`config.mk`:
```
export PLATFORM = sky130hd
export DESIGN_NAME = io_uart_periph
export DESIGN_NICKNAME = d
export VERILOG_FILES = /design/src/rtl/io_uart_periph.sv
export SDC_FILE = /design/constraint.sdc
export NUM_CORES = 1
export LEC_CHECK = 0
export CORE_MARGIN = 1
export CORE_UTILIZATION = 35
export CTS_CLUSTER_SIZE = 40
export DETAILED_ROUTE_END_ITERATION = 12
export RECOVER_POWER = 50
export SLEW_MARGIN = 20
export SYNTH_ARGS = -nofsm -noshare
export SYNTH_HDL_FRONTEND = slang
export SYNTH_SLANG_ARGS = --single-unit
```
`constraint.sdc`:
```
create_clock -name clk -period 3.5 [get_ports clk]
set_input_delay 0.7 -clock clk [delete_from_list [all_inputs] [get_ports clk]]
set_output_delay 0.7 -clock clk [all_outputs]
set_load 0.01 [all_outputs]
```
`src/rtl/io_uart_periph.sv`:
```
// IO peripheral: LED register, UART TX with FIFO, optional receiver (`UART_RX_EN); tx falls 2 edges after a data write.
// A full FIFO drops further writes and sets the sticky ovf flag; rdata is combinational from IO_mem_addr.
module io_uart_periph #(
  parameter int CLK_FREQ_HZ = 27000000,
  parameter int BAUD        = 115200,
  parameter int FIFO_DEPTH  = 16
) (
  input  logic        clk,
  input  logic        reset,
  input  logic [31:0] IO_mem_addr,
  input  logic [31:0] IO_mem_wdata,
  input  logic        IO_mem_wr,
  output logic [31:0] IO_mem_rdata,
  output logic [5:0]  leds,
  output logic        uart_tx,
  input  logic        uart_rx
);
  localparam int DIV = CLK_FREQ_HZ / BAUD;
  localparam int AW  = $clog2(FIFO_DEPTH);
  localparam int CW  = $clog2(DIV);

  typedef enum logic [1:0] {TX_IDLE, TX_START, TX_DATA, TX_STOP} tx_state_e;

  logic [13:0] word;
  logic        sel_led, sel_data, sel_stat;
  assign word     = IO_mem_addr[15:2];
  assign sel_led  = (word == 14'd1);
  assign sel_data = (word == 14'd2);
  assign sel_stat = (word == 14'd4);

  logic [AW:0]   rd_ptr_q, wr_ptr_q;
  logic [7:0]    mem_q [FIFO_DEPTH];
  logic          empty, full, pop, push, ovf_q;
  logic [5:0]    leds_q;
  tx_state_e     state_q, state_d;
  logic [CW-1:0] cnt_q, cnt_d;
  logic [2:0]    bit_q, bit_d;
  logic [7:0]    shift_q, shift_d;
  logic          tx_q, tx_d;
  logic [7:0]    rx_byte;
  logic          rx_valid, rx_ovr;

  assign empty = (rd_ptr_q == wr_ptr_q);
  assign full  = (rd_ptr_q[AW] != wr_ptr_q[AW]) && (rd_ptr_q[AW-1:0] == wr_ptr_q[AW-1:0]);
  // A full FIFO still accepts a byte when the transmitter frees a slot on the same edge.
  assign push  = IO_mem_wr && sel_data && (!full || pop);

  always_comb begin
    state_d = state_q;
    cnt_d   = cnt_q;
    bit_d   = bit_q;
    shift_d = shift_q;
    tx_d    = 1'b1;
    pop     = 1'b0;
    case (state_q)
      TX_IDLE: begin
        if (!empty) begin
          pop     = 1'b1;
          shift_d = mem_q[rd_ptr_q[AW-1:0]];
          cnt_d   = CW'(DIV - 1);
          state_d = TX_START;
        end
      end
      TX_START: begin
        tx_d = 1'b0;
        if (cnt_q == '0) begin
          cnt_d   = CW'(DIV - 1);
          bit_d   = 3'd0;
          state_d = TX_DATA;
        end else begin
          cnt_d = cnt_q - 1'b1;
        end
      end
      TX_DATA: begin
        tx_d = shift_q[0];
        if (cnt_q == '0) begin
          cnt_d   = CW'(DIV - 1);
          shift_d = {1'b0, shift_q[7:1]};
          if (bit_q == 3'd7) state_d = TX_STOP;
          else               bit_d   = bit_q + 1'b1;
        end else begin
          cnt_d = cnt_q - 1'b1;
        end
      end
      default: begin
        if (cnt_q == '0) begin
          if (!empty) begin
            pop     = 1'b1;
            shift_d = mem_q[rd_ptr_q[AW-1:0]];
            cnt_d   = CW'(DIV - 1);
            state_d = TX_START;
          end else begin
            state_d = TX_IDLE;
          end
        end else begin
          cnt_d = cnt_q - 1'b1;
        end
      end
    endcase
  end

  always_ff @(posedge clk or posedge reset) begin
    if (reset) begin
      state_q  <= TX_IDLE;
      cnt_q    <= '0;
      bit_q    <= '0;
      shift_q  <= '0;
      tx_q     <= 1'b1;
      rd_ptr_q <= '0;
      wr_ptr_q <= '0;
      leds_q   <= '0;
      ovf_q    <= 1'b0;
    end else begin
      state_q  <= state_d;
      cnt_q    <= cnt_d;
      bit_q    <= bit_d;
      shift_q  <= shift_d;
      tx_q     <= tx_d;
      rd_ptr_q <= rd_ptr_q + (AW+1)'(pop);
      wr_ptr_q <= wr_ptr_q + (AW+1)'(push);
      if (IO_mem_wr && sel_led) leds_q <= IO_mem_wdata[5:0];
      if (IO_mem_wr && sel_data && full && !pop) ovf_q <= 1'b1;
      else if (IO_mem_wr && sel_stat && IO_mem_wdata[1]) ovf_q <= 1'b0;
    end
  end

  always_ff @(posedge clk) begin
    if (push) mem_q[wr_ptr_q[AW-1:0]] <= IO_mem_wdata[7:0];
  end

`ifdef UART_RX_EN
  typedef enum logic [1:0] {RX_IDLE, RX_START, RX_DATA, RX_STOP} rx_state_e;
  rx_state_e     rx_state_q, rx_state_d;
  logic [2:0]    sync_q;
  logic [CW-1:0] rx_cnt_q, rx_cnt_d;
  logic [2:0]    rx_bit_q, rx_bit_d;
  logic [7:0]    rx_shift_q, rx_shift_d, rx_byte_q, rx_byte_d;
  logic          rx_valid_q, rx_valid_d, rx_ovr_q, rx_ovr_d, rx_in;
  logic          unused_rx;

  // sync_q[1] is the synchronised line, sync_q[2] its previous value for edge detection.
  assign rx_in     = sync_q[1];
  assign unused_rx = ^{IO_mem_addr[31:16], IO_mem_addr[1:0], IO_mem_wdata[31:8]};

  always_comb begin
    rx_state_d = rx_state_q;
    rx_cnt_d   = rx_cnt_q;
    rx_bit_d   = rx_bit_q;
    rx_shift_d = rx_shift_q;
    rx_byte_d  = rx_byte_q;
    rx_valid_d = rx_valid_q;
    rx_ovr_d   = rx_ovr_q;
    if (IO_mem_wr && sel_stat && IO_mem_wdata[2]) rx_valid_d = 1'b0;
    if (IO_mem_wr && sel_stat && IO_mem_wdata[3]) rx_ovr_d   = 1'b0;
    case (rx_state_q)
      RX_IDLE: begin
        if (sync_q[2] && !rx_in) begin
          rx_cnt_d   = CW'(DIV / 2 - 1);
          rx_state_d = RX_START;
        end
      end
      RX_START: begin
        if (rx_cnt_q != '0)  rx_cnt_d = rx_cnt_q - 1'b1;
        else if (rx_in)      rx_state_d = RX_IDLE;
        else begin
          rx_cnt_d   = CW'(DIV - 1);
          rx_bit_d   = 3'd0;
          rx_state_d = RX_DATA;
        end
      end
      RX_DATA: begin
        if (rx_cnt_q != '0) rx_cnt_d = rx_cnt_q - 1'b1;
        else begin
          rx_cnt_d   = CW'(DIV - 1);
          rx_shift_d = {rx_in, rx_shift_q[7:1]};
          if (rx_bit_q == 3'd7) rx_state_d = RX_STOP;
          else                  rx_bit_d   = rx_bit_q + 1'b1;
        end
      end
      default: begin
        if (rx_cnt_q != '0) rx_cnt_d = rx_cnt_q - 1'b1;
        else begin
          if (rx_in) begin
            rx_byte_d  = rx_shift_q;
            rx_valid_d = 1'b1;
            if (rx_valid_q) rx_ovr_d = 1'b1;
          end
          rx_state_d = RX_IDLE;
        end
      end
    endcase
  end

  always_ff @(posedge clk or posedge reset) begin
    if (reset) begin
      rx_state_q <= RX_IDLE;
      sync_q     <= 3'b111;
      rx_cnt_q   <= '0;
      rx_bit_q   <= '0;
      rx_shift_q <= '0;
      rx_byte_q  <= '0;
      rx_valid_q <= 1'b0;
      rx_ovr_q   <= 1'b0;
    end else begin
      rx_state_q <= rx_state_d;
      sync_q     <= {sync_q[1:0], uart_rx};
      rx_cnt_q   <= rx_cnt_d;
      rx_bit_q   <= rx_bit_d;
      rx_shift_q <= rx_shift_d;
      rx_byte_q  <= rx_byte_d;
      rx_valid_q <= rx_valid_d;
      rx_ovr_q   <= rx_ovr_d;
    end
  end

  assign rx_byte  = rx_byte_q;
  assign rx_valid = rx_valid_q;
  assign rx_ovr   = rx_ovr_q;
`else
  logic unused_rx;
  assign unused_rx = ^{uart_rx, IO_mem_addr[31:16], IO_mem_addr[1:0], IO_mem_wdata[31:8]};
  assign rx_byte   = 8'd0;
  assign rx_valid  = 1'b0;
  assign rx_ovr    = 1'b0;
`endif

  always_comb begin
    IO_mem_rdata = 32'd0;
    if (sel_led)       IO_mem_rdata = {26'd0, leds_q};
    else if (sel_data) IO_mem_rdata = {24'd0, rx_byte};
    else if (sel_stat) IO_mem_rdata = {26'd0, rx_ovr, rx_valid, ovf_q, full, empty, (state_q != TX_IDLE)};
  end

  assign leds    = leds_q;
  assign uart_tx = tx_q;
endmodule
```
# ---- Word-level counts from Yosys, hierarchy flattened
# Memories as Yosys holds them, arrays and structs flattened.
# Cells that the tools add are included.
dict set report totals {
  register_bits 39
  ram_bits 128
  inputBits 68
  output_inout_bits 39
  word_cells 80
  n_memories 1
}
dict set report classes {
  add_sub_neg 4
  eq_ne 14
  mux 30
  bitwise_logic 1
  reduce_logical 21
}
# name depth word_bits rd rd_clocked_by_memory_dff wr line_no
set memory_table {}
lappend memory_table {mem_q 16 8 1 0 1 32} ;# logic [7:0] mem_q [FIFO_DEPTH];
# op count
set op_table {}
lappend op_table {{two-way mux 8 bit} 6}
lappend op_table {{one-hot mux 8 bit (3 select lines)} 1}
lappend op_table {{one-hot mux 8 bit (2 select lines)} 1}
lappend op_table {{== test 14 x 1 -> 1 bit, second input constant} 1}
lappend op_table {{== test 14 x 2 -> 1 bit, second input constant} 1}
lappend op_table {{== test 14 x 3 -> 1 bit, second input constant} 1}
lappend op_table {{adder 5 x 1 -> 5 bit} 2}
lappend op_table {{two-way mux 2 bit} 5}
lappend op_table {{!= test 2 bit, second input constant} 5}
lappend op_table {{two-way mux 3 bit} 3}
lappend op_table {{logical AND 1 bit} 8}
lappend op_table {{logical NOT 8 bit} 1}
lappend op_table {{two-way mux 4 bit} 2}
lappend op_table {{nonzero test 2 bit} 4}
lappend op_table {{subtractor 8 x 1 -> 8 bit, second input constant} 1}
lappend op_table {{two-way mux 1 bit} 7}
lappend op_table {{two-way mux 6 bit} 1}
lappend op_table {{one-hot mux 2 bit (3 select lines)} 1}
lappend op_table {{one-hot mux 3 bit (2 select lines)} 1}
lappend op_table {{== test 5 bit} 1}
lappend op_table {{AND reduction 5 bit} 1}
lappend op_table {{== test 4 bit} 1}
lappend op_table {{one-hot mux 1 bit (2 select lines)} 2}
lappend op_table {{AND reduction 4 bit} 1}
lappend op_table {{11 further kinds} 12}

# ---- Longest topological paths before layout
dict set report logic_depth {
  depth_word 8
  mapped_depth 11
  depth_no_buf 9
}

# ---- Least setup slack after synthesis
# OpenSTA, ideal clock, no wires.
dict set report synth_timing {
  path_kind {register to register}
  startpoint {register cnt_q[0]}
  endpoint {memory mem_q[4][0] (enable)}
  setup_time_ns 0.383
  arrival_ns 2.715
  slack_ns 0.402
  stages_incl_launch_ff 9
  n_path_buf 1
  cell_sequence {dfrtp_1 > inv_1 > ha_1 > or4b_1 > clkbuf_2 > o31a_1 > a311oi_4 > nand3b_1 > nor3_1}
}
dict set report synth_via {
  elab_chain_len 7
}
# item line_no
set synth_rtl {}
lappend synth_rtl {{start: declaration} 36} ;# logic [CW-1:0] cnt_q, cnt_d;
lappend synth_rtl {{start signal: assignment} 115} ;# cnt_q <= cnt_d;
lappend synth_rtl {{logical NOT 8 bit} 86} ;# if (cnt_q == '0) begin
lappend synth_rtl {{two-way mux 1 bit} 86}
lappend synth_rtl {{one-hot mux 1 bit (2 select lines)} 55} ;# case (state_q)
lappend synth_rtl {{logical OR 1 bit} 46} ;# assign push = IO_mem_wr && sel_data && (!full || pop);
lappend synth_rtl {{logical AND 1 bit} 46}
lappend synth_rtl {{two-way mux 1 bit} 128} ;# if (push) mem_q[wr_ptr_q[AW-1:0]] <= IO_mem_wdata[7:0];
lappend synth_rtl {{two-way mux 1 bit (implied by the code)} 128}
lappend synth_rtl {{end: declaration} 32}
# No other way between the ends.

# ---- Worst setup path in the final report
dict set report layout_timing {
  startpoint {input IO_mem_addr[13]}
  endpoint {output IO_mem_rdata[3]}
}
dict set report layout_via {
  elab_chain_len 4
}
# item line_no
set layout_rtl {}
lappend layout_rtl {{start: declaration} 10} ;# input logic [31:0] IO_mem_addr,
lappend layout_rtl {{== test 14 x 3 -> 1 bit} 29} ;# assign sel_stat = (word == 14'd4);
lappend layout_rtl {{two-way mux 4 bit} 231} ;# else if (sel_stat) IO_mem_rdata = {26'd0, rx_ovr, rx_valid, ovf_q, full, empty, (state_q != TX_IDLE)};
lappend layout_rtl {{two-way mux 4 bit} 230} ;# else if (sel_data) IO_mem_rdata = {24'd0, rx_byte};
lappend layout_rtl {{two-way mux 6 bit (*)} 229} ;# if (sel_led) IO_mem_rdata = {26'd0, leds_q};
lappend layout_rtl {{end: declaration} 13} ;# output logic [31:0] IO_mem_rdata,
# Mark *: on every way between the ends. The rest lies on a longest branch, timed or not.

==> results_dict.tcl <==
set metrics [dict create \
    synth-edff-count 128 \
    p_leak_nw 3.09 \
    min_from "rd_ptr_q[4]" \
    maxCapViolations 0 \
    worst-slew-pin-transition_ns 0.929 \
    fin_crit_sh_pct 95.8 \
    yosys_warnings 0 \
    grt_pass1_wl_um 24400 \
    crit_slowest_cell "clkdlybuf4s50_1" \
    drive_gt1_share_pct 16.8 \
    reg2reg_from "cnt_q[0]" \
    drcViolationCount 0 \
    hold_viol 0 \
    syn_area_per_cell_um2 15.0 \
    max-clock-path-buffers 2 \
    post_dp_cell_area_um2 8020 \
    endpoint_kind "output pin" \
    syn_inst 486 \
    clockRootBuffer "clkbuf_16" \
    io_buffers 37 \
    grt_start_max_net_pins 41 \
    num_rows 52 \
    worstSetupPathType "input pin to output pin" \
    synthArstFlopShare_pct 23.4 \
    finalInstanceArea_um2 8580 \
    ys_seq_area_share_pct 66.0 \
    crit_path_max_fanout 4 \
    area_growth_pct 17.3 \
    post_cts_buffers 0 \
    syn_area_um2 7310 \
    cts_inserted_buffers 17 \
    rsz0062_at_grt "no" \
    powerDensity_nw_per_um2 689 \
    grt_pass1_vias 4447 \
    synth_flop_cell "edfxtp_1" \
    h-tree-depth 4 \
    cts_tree "done" \
    core_um2 20400 \
    die_w_um 147 \
    layout.cells.non_filler 825 \
    grt_util_all_layers_pct 15.1 \
    slew_headroom_pct 38.0 \
    avgViaCountPerCell 5.17 \
    finClkSkew_ns 0.00931 \
    ys_types 52 \
    clock_sinks 167 \
    drtAntennaViolNets 0 \
    wl_per_cell_um 18.3 \
    status "finished, final reports clean" \
    layout_common_cells "edfxtp_1, dfrtp_1, nor2_1, conb_1" \
    critical_path.max_stage_delay_ns 0.58 \
    layout_commonest_cell "edfxtp_1" \
    fmax_ghz 0.298 \
    die_h_um 147 \
    path_clk_slew_ns 0.06 \
    gp_congestion 0.823 \
    io_pins 107 \
    peakVddDrop_mv 0.458 \
    via_count 4265 \
    final_nets 622 \
    first_pass_iters 6 \
    min_path_type "flop to flop" \
    tns_ns 0 \
    period_minus_slack_ns 3.35 \
    drv_slew 0 \
    antenna_cells 0 \
    start_util_pct 35.9 \
    dp_cells 794 \
    cp-start-kind "input pin" \
    dp_hpwl_um 10100 \
    antenna_found_initial 0 \
    die_area_um2 21500 \
    critPathArrivalTime_ns 2.65 \
    grt.overflow.total 0 \
    wirelength_um 15100 \
    crit_required_ns 2.80 \
    drt-initial-drc-count 319 \
    ys_ff_latch 167 \
    clock_latency_ns 0.42 \
    crit_chain "clkdlybuf4s50_1 -> nor4_1 -> buf_4 -> nand4_1 -> o21ai_0 -> clkdlybuf4s50_1" \
    setup_viol 0 \
    critPathLaunch "IO_mem_addr[13]" \
    cpMostUsedCell "clkdlybuf4s50_1" \
    fill_cells 1833 \
]
## worst paths after layout
path	end	slack [ns]	cells past startpoint
worst max-delay path	IO_mem_rdata[3]	0.15	6
worst min-delay path	rd_ptr_q[4]	0.49	1
worst max register to register	mem_q[8][4]	0.31	8
worst min register to register	rd_ptr_q[4]	0.49	1
max in group asynchronous	rd_ptr_q[0]	1.60	3
min in group asynchronous	cnt_q[6]	0.93	2
## final cells by class
class	count	area [µm²]	area share, %
Sequential cell	167	4820	56.2
Multi-Input combinational cell	283	2250	26.2
Timing Repair Buffer	64	566	6.59
Clock buffer	17	425	4.96
Tap cell	270	338	3.94
Clock inverter	14	138	1.60
Inverter	10	37.5	0.438
## kinds of logic (layout without fill, tap and decap cells)
kind of cell / after synthesis / in the layout / synth area share [%]
DFF: 167 / 167 / 66.0
xor gates and xnor gates: 11 / 11 / 1.32
other: 1 / 26 / 0.0513
adders and majority gates: 11 / 11 / 1.88
buffers and inverters: 61 / 105 / 4.57
muxes: 50 / 50 / 11.3
AOI/OAI and AO/OA: 88 / 88 / 8.49
and+or+nand+nor: 97 / 97 / 6.47
## layer usage
| layer | track usage [%] | vias up | wire length, µm |
|---|---|---|---|
| li1 | - | 1949 | - |
| met1 | 19.3 | 2199 | 6600 |
| met2 | 26.0 | 100 | 7840 |
| met3 | 2.44 | 17 | 481 |
| met4 | 5.42 | 0 | 198 |
| met5 | 0 | - | 0 |
## registers in the layout, indices dropped and copies added (netlist names), 2 cells and up
signal / flops
rd_ptr_q: 5
state_q: 2
bit_q: 3
shift_q: 8
cnt_q: 8
wr_ptr_q: 5
leds: 6
mem_q: 128
## timing repair
action,CTS,global route
hold buffers,0,0
endpoints found under the setup margin,0,3
gates resized for setup,0,1
## worst max-delay path, delay by kind of cell
kind	cells	cell delay [ns]
buffers and inverters	3	1.18
AND/OR/NAND/NOR	2	0.53
AO/OA/AOI/OAI	1	0.25
## metrics by stage
stage                     hold WS, ns  power (W)  worst slack (ns)  util, %
after global placement          0.462    0.00411             0.123     39.4
final                           0.486    0.00591             0.148     42.1
after global routing            0.509    0.00619            0.0212     42.1
after CTS                       0.490    0.00595            0.0844     42.1
after detailed placement        0.477    0.00418            0.0895     39.4
after floorplan                 0.444    0.00374             0.402        -
## synthesized netlist by cell type, drive strengths merged, types with 5 or more instances
master / number / area, µm²
nor2: 27 / 101
mux4: 25 / 563
mux2i: 17 / 170
nand3: 8 / 40.0
buf: 33 / 228
xnor2: 8 / 70.1
o22ai: 17 / 106
mux2: 8 / 90.1
nand3b: 5 / 37.5
inv: 10 / 37.5
o21ai: 21 / 105
ha: 11 / 138
nand2: 25 / 93.8
a211o: 7 / 61.3
nor3: 7 / 35.0
dfrtp: 38 / 951
edfxtp: 128 / 3840
nand2b: 6 / 37.5
clkbuf: 18 / 68.8
a21oi: 9 / 45.0
a22o: 7 / 61.3
## where the power goes
part | switching (W) | leakage, nW | internal (W)
logic | 0.000955 | 1.16 | 0.000767
clock network | 0.000793 | 0.274 | 0.000995
registers | 0.000127 | 1.66 | 0.00227
Power figures use the tool's default switching activity.
